File: config.mk
export PLATFORM = sky130hd
export DESIGN_NAME = tl_channel_fifo
export DESIGN_NICKNAME = d
export VERILOG_FILES = /design/src/rtl/tl_channel_fifo.sv
export SDC_FILE = /design/constraint.sdc
export NUM_CORES = 1
export LEC_CHECK = 0
export CORE_ASPECT_RATIO = 1.25
export CORE_MARGIN = 10
export CORE_UTILIZATION = 60
export CTS_BUF_LIST = sky130_fd_sc_hd__clkbuf_4
export CTS_CLUSTER_DIAMETER = 80
export CTS_CLUSTER_SIZE = 20
export DETAILED_ROUTE_END_ITERATION = 12
export GPL_ROUTABILITY_DRIVEN = 0
export PLACE_DENSITY = 0.78
export SKIP_CTS_REPAIR_TIMING = 1
export SYNTH_ARGS = -nofsm -noshare
export SYNTH_HDL_FRONTEND = slang
export SYNTH_SLANG_ARGS = --single-unit
File: constraint.sdc
create_clock -name clk -period 9.2 [get_ports clk]
set_clock_uncertainty 0.1 [all_clocks]
set_input_delay 2.3 -clock clk [delete_from_list [all_inputs] [get_ports clk]]
set_output_delay 2.3 -clock clk [all_outputs]
set_load 0.1 [all_outputs]
File: src/rtl/tl_channel_fifo.sv
// Multi-channel FIFO: NUM_CH independent circular buffers sharing one push port
// and one pop port, with registered read data and sticky overflow/underflow flags.
module tl_channel_fifo #(
    parameter int WIDTH        = 12,
    parameter int DEPTH        = 8,
    parameter int NUM_CH       = 4,
    parameter int ALMOST_FULL  = 6,
    parameter int ALMOST_EMPTY = 1,
    localparam int AW = $clog2(DEPTH),
    localparam int CW = $clog2(NUM_CH)
) (
    input  logic                     clk,
    input  logic                     reset,
    input  logic                     push,
    input  logic [CW-1:0]            push_ch,
    input  logic [WIDTH-1:0]         data_in,
    input  logic                     pop,
    input  logic [CW-1:0]            pop_ch,
    input  logic                     clear_err,
    output logic [WIDTH-1:0]         data_out,
    output logic                     valid_out,
    output logic [NUM_CH-1:0]        full,
    output logic [NUM_CH-1:0]        empty,
    output logic [NUM_CH-1:0]        almost_full,
    output logic [NUM_CH-1:0]        almost_empty,
    output logic [NUM_CH*(AW+1)-1:0] count,
    output logic                     overflow,
    output logic                     underflow
);

    logic [WIDTH-1:0] mem    [NUM_CH][DEPTH];
    logic [AW-1:0]    wr_ptr [NUM_CH];
    logic [AW-1:0]    rd_ptr [NUM_CH];
    logic [AW:0]      cnt    [NUM_CH];

    logic              pop_ok;
    logic              push_ok;
    logic [NUM_CH-1:0] push_hit;
    logic [NUM_CH-1:0] pop_hit;

    // A full channel still takes a push when the same channel is popped this cycle;
    // an empty channel never pops, so a same-cycle push cannot be read through.
    always_comb begin
        pop_ok  = pop && (cnt[pop_ch] != '0);
        push_ok = push && ((cnt[push_ch] != (AW+1)'(DEPTH)) || (pop_ok && (pop_ch == push_ch)));
        push_hit = '0;
        pop_hit  = '0;
        for (int unsigned i = 0; i < NUM_CH; i++) begin
            push_hit[i] = push_ok && (push_ch == CW'(i));
            pop_hit[i]  = pop_ok && (pop_ch == CW'(i));
        end
    end

    always_ff @(posedge clk) begin
        if (reset && push_ok)
            mem[push_ch][wr_ptr[push_ch]] <= data_in;
    end

    always_ff @(posedge clk) begin
        if (!reset) begin
            for (int unsigned i = 0; i < NUM_CH; i++) begin
                wr_ptr[i] <= '0;
                rd_ptr[i] <= '0;
                cnt[i]    <= '0;
            end
            data_out  <= '0;
            valid_out <= 1'b0;
            overflow  <= 1'b0;
            underflow <= 1'b0;
        end else begin
            for (int unsigned i = 0; i < NUM_CH; i++) begin
                if (push_hit[i])
                    wr_ptr[i] <= wr_ptr[i] + AW'(1);
                if (pop_hit[i])
                    rd_ptr[i] <= rd_ptr[i] + AW'(1);
                if (push_hit[i] && !pop_hit[i])
                    cnt[i] <= cnt[i] + (AW+1)'(1);
                else if (pop_hit[i] && !push_hit[i])
                    cnt[i] <= cnt[i] - (AW+1)'(1);
            end
            valid_out <= pop_ok;
            if (pop_ok)
                data_out <= mem[pop_ch][rd_ptr[pop_ch]];
            // A fresh error outranks a same-cycle clear.
            if (clear_err)
                overflow <= 1'b0;
            if (push && !push_ok)
                overflow <= 1'b1;
            if (clear_err)
                underflow <= 1'b0;
            if (pop && !pop_ok)
                underflow <= 1'b1;
        end
    end

    always_comb begin
        full         = '0;
        empty        = '0;
        almost_full  = '0;
        almost_empty = '0;
        count        = '0;
        for (int unsigned i = 0; i < NUM_CH; i++) begin
            full[i]         = (cnt[i] == (AW+1)'(DEPTH));
            empty[i]        = (cnt[i] == '0);
            almost_full[i]  = (int'(cnt[i]) >= ALMOST_FULL);
            almost_empty[i] = (int'(cnt[i]) <= ALMOST_EMPTY);
            count[i*(AW+1) +: AW+1] = cnt[i];
        end
    end

endmodule

# [Word-level counts from Yosys, hierarchy flattened]
# Memories as Yosys holds them, arrays and structs flattened.
# Cells that the tools add are included.
[classes] magnitude_cmp=11 n_reduce_logical=43 muxes=79 add_sub_neg=16 bitwise_logic=18 n_eq_ne=12
[ops] op="96-bit 2-to-1 mux" n=1
[ops] op="1-bit 2-to-1 mux" n=57
[ops] op="12-bit binary-select mux with 3-bit select" n=1
[ops] op="12-bit demux with 3-bit select" n=1
[ops] op="12-bit 2-to-1 mux" n=3
[ops] op="4-bit 2-to-1 mux" n=8
[ops] op="3-bit by 1-bit adder with 3-bit output (second input constant)" n=8
[ops] op="3-bit 2-to-1 mux" n=8
[ops] op="1-bit logical AND" n=23
[ops] op="4-bit by 1-bit adder with 4-bit output (second input constant)" n=4
[ops] op="4-bit == test (second input constant)" n=4
[ops] op="4-bit by 3-bit >= comparator with 1-bit output (second input constant)" n=4
[ops] op="4-bit by 1-bit <= comparator with 1-bit output (second input constant)" n=4
[ops] op="4-bit logical NOT" n=4
[ops] op="1-bit OR" n=16
[ops] op="4-bit by 1-bit subtractor with 4-bit output (second input constant)" n=4
[ops] op="1-bit logical NOT" n=10
[ops] op="2-bit == test (second input constant)" n=4
[ops] op="4-bit >= comparator (second input constant)" n=2
[ops] op="3-bit NOT with 4-bit output" n=2
[ops] op="2-bit by 1-bit == test with 1-bit output (second input constant)" n=2
[ops] op="2-bit logical NOT" n=2
[ops] op="4-bit by 1-bit < comparator with 1-bit output (second input constant)" n=1
[ops] op="4-bit != test (second input constant)" n=1
[ops] op="other kinds (4)" n=5
[totals] word_cells=187 mem_count=4 ff_bits=15 inputBits=21 ramBits=424 output_inout_bits=47
[mem_list] name="mem" depth=4 word_bits=96 read_ports=1 rd_ports_with_merged_regs=0 write_ports=1 line="31" rtl="logic [WIDTH-1:0] mem [NUM_CH][DEPTH];"
[mem_list] name="cnt" depth=4 word_bits=4 read_ports=6 rd_ports_with_merged_regs=0 write_ports=4 line="34" rtl="logic [AW:0] cnt [NUM_CH];"
[mem_list] name="rd_ptr" depth=4 word_bits=3 read_ports=5 rd_ports_with_merged_regs=0 write_ports=4 line="33" rtl="logic [AW-1:0] rd_ptr [NUM_CH];"
[mem_list] name="wr_ptr" depth=4 word_bits=3 read_ports=5 rd_ports_with_merged_regs=0 write_ports=4 line="32" rtl="logic [AW-1:0] wr_ptr [NUM_CH];"

# [Logic depth before layout (Yosys ltp)]
# An unclocked memory read counts as a cell.
[logic_depth] ltp_word=14 mapped_depth=8 mapped_depth_nobuf=5

# [Least setup slack after synthesis]
# OpenSTA, ideal clock, no wires.
[synth_path] path_type="reg2out" from="mem cnt[0][0] (netlist bit)" to="out empty[0]" stages_incl_launch_ff=4 arrival_time_ps=3506 setup_slack_ps=3294 n_path_buf=0 t_required_ps=6800 path_cell_list="edfxtp_1 > inv_1 > ha_1 > nor3b_1"
[synth_rtl] item="start, declared" line="34"
[synth_rtl] item="end, declared" line="23" rtl="output logic [NUM_CH-1:0] empty,"

==> results.py <==
metrics = {
    "route": {
        "avgViaCountPerCell": 6.57,
        "routedWlPerCell_um": 27.6,
        "dr.pass1.iters": 5,
        "drt_iter0_markers": 1306,
        "totalWireLength_um": 40700,
        "drc_errors": 0,
        "vias": 9698,
        "ant_nets": 0,
    },
    "sta": {
        "fin_crit_sh": 0.613,
        "fin_setup_tns_ns": 0,
        "slew_violations": 0,
        "tightestPinTransition_ns": 1.24,
        "max-slew-margin-rel": 0.173,
        "grt_setup_unrepaired": "no",
        "holdWs_ns": 0.464,
        "setup_ws_ns": 3.56,
        "finalSetupViolCount": 0,
        "hold_violations": 0,
        "fin_crit_ns": 5.64,
        "timing.fmax_mhz": 177,
    },
    "global_routing": {
        "antenna_found_initial": 1,
        "grt_pass1_wl_um": 61700,
        "grt_usage": 0.214,
        "grt_max_degree": 64,
        "grt_overflow": 0,
        "first_global_vias": 9700,
    },
    "synth": {
        "muxShareOfSynthArea": 0.149,
        "synthAdderAreaFrac": 0.0164,
        "synth_edf_count": 424,
        "synth_compound_gate_area_share": 0.0488,
        "synth_xor_area_frac": 0.00477,
        "yosysMostFrequentCell": "edfxtp_1",
        "syn-instance-count": 1004,
        "syn_area_per_cell_sq_um": 18.3,
        "synth_top_family_by_area": "multiplexers",
        "synth_simple_gate_area_frac": 0.0520,
        "async_flop_share": 0,
        "syn_area_sq_um": 18300,
        "synth-seq-area-share": 0.711,
        "synthTopCellsByCount": "edfxtp_1, mux4_2, nor2_1, nand2_1, clkbuf_1",
        "synth_cell_types": 48,
        "yosys.area.top_type": "edfxtp_1",
        "synth_area_leaders": "edfxtp_1, mux4_2, dfxtp_1, ha_1, mux2i_1",
        "yosys_warnings": 0,
        "synth_nets": 1049,
        "ys_ff_latch": 439,
        "synth_top_area_share": 0.694,
        "synth_flop_cell": "edfxtp_1",
    },
    "finish": {
        "layout.nets": 1099,
        "stdcell_count": 1475,
        "areaGrowthSynthToFinish_pct": 7.48,
        "drive_above_1_share": 0.176,
    },
    "placement": {
        "hpwl_um": 26200,
        "dp.cells": 1428,
        "port-buffer-count": 67,
        "pre_cts_slack_ns": 3.25,
    },
    "die": {
        "io_pins": 68,
        "rows": 71,
        "die_x_um": 176,
        "die-area_sq_um": 38000,
        "die-height_um": 215,
        "core_area_sq_um": 30100,
        "initial_utilization": 0.609,
    },
    "clock_tree": {
        "root_buffer": "clkbuf_4",
        "cts.sinks": 439,
        "cts_buffers": 25,
        "clock_latency_ns": 0.81,
        "clk_pin_slew_ns": 0.20,
        "cts_tree": "built",
        "clk_path_buf_depth": 3,
        "htree_levels": 1,
    },
    "worst_hold_path": {
        "worstHoldPathCells": 2,
        "min_path_type": "reg2reg",
    },
    "pwr": {
        "p_leak_nw": 6.20,
        "total_power_w": 0.00351,
        "ir_drop_uv": 105,
        "p_per_area_nw_per_um2": 178,
    },
    "critical_path": {
        "worstPathArrival_ns": 3.24,
        "critical_path_class": "reg2out",
        "rrSetupSlack_ns": 5.38,
        "cp-start-kind": "flop",
        "crit_path_max_fanout": 11,
        "reg2reg_depth": 5,
        "endpoint_kind": "output port",
        "required_ns": 6.80,
    },
    "job": {
        "maxCapViolCount": 0,
    },
    "outcome": {
        "status": "finished, final reports clean",
    },
}
[critical path, cell delays in order, from the launching register on]
cell and delay (ns):
edfxtp_1 0.59, inv_1 0.16, ha_1 0.26, nor3b_1 0.23, clkdlybuf4s50_1 1.18
[metrics by stage]
step	util	cell area, sq um
floorplan	-	18300
detailed placement	0.643	19400
global route	0.655	19700
global placement	0.643	19400
finish	0.655	19700
CTS	0.655	19700
[sequential cells by signal (all words and copies together) (netlist names)]
name,flops
valid_out,1
underflow,1
rd_ptr,12
wr_ptr,12
mem,384
overflow,1
cnt,16
data_out,12
[cells by family after synthesis]
family | Yosys count
flip-flops | 439
AND/OR/NAND/NOR | 196
adder cells (fa/ha/maj) | 24
XOR/XNOR | 10
buffers and inverters | 77
AO/OA/AOI/OAI | 117
multiplexers | 141
[layout by cell type, fill, tap and decap left out, types with 17 or more instances in the layout]
| master | Yosys | layout |
|---|---|---|
| edfxtp_1 | 424 | 424 |
| a31oi_1 | 17 | 17 |
| nor2_1 | 57 | 56 |
| mux2i_1 | 24 | 24 |
| buf_4 | 0 | 18 |
| nand2_1 | 43 | 43 |
| clkdlybuf4s50_1 | 0 | 65 |
| ha_1 | 24 | 24 |
| mux4_2 | 105 | 105 |
| o21ai_0 | 22 | 22 |
| clkbuf_4 | 0 | 45 |
[final timing paths]
| kind | end | start |
|---|---|---|
| max | empty[0] | cnt[0][0]$_SDFFCE_PN0P_ |
| max reg2reg | mem[3][7]$_DFFE_PP_ | cnt[3][3]$_DFFE_PP_ |
| min | data_out[5]$_SDFFE_PN0P_ | data_out[5]$_SDFFE_PN0P_ |
| min reg2reg | data_out[5]$_SDFFE_PN0P_ | data_out[5]$_SDFFE_PN0P_ |
[final cells by class]
| class | instances | area [sq um] |
|---|---|---|
| diodes | 1 | 2.50 |
| clock buffers | 45 | 338 |
| clock inverters | 1 | 3.75 |
| fillers | 2004 | 10400 |
| inverters | 16 | 60.1 |
| multi-input cells | 488 | 4980 |
| flip-flops and latches | 439 | 13000 |
| well taps | 401 | 502 |
| repair buffers | 84 | 797 |
[power by group]
group	switching, W	leakage [nW]	internal [W]	total [W]
Clock	0.000549	0.211	0.000217	0.000766
Sequential	0.0000322	4.00	0.00222	0.00225
Combinational	0.000346	1.99	0.000147	0.000493
Total	0.000927	6.20	0.00258	0.00351
[metal layers]
| layer | GRT usage | up-vias | routed length (um) |
|---|---|---|---|
| met5 | 0 | - | 0 |
| met4 | 0.0676 | 0 | 1180 |
| met3 | 0.0264 | 69 | 3470 |
| met2 | 0.341 | 535 | 19900 |
| met1 | 0.306 | 4920 | 16100 |
| li1 | - | 4174 | - |
(Power assumes the default switching activity.)
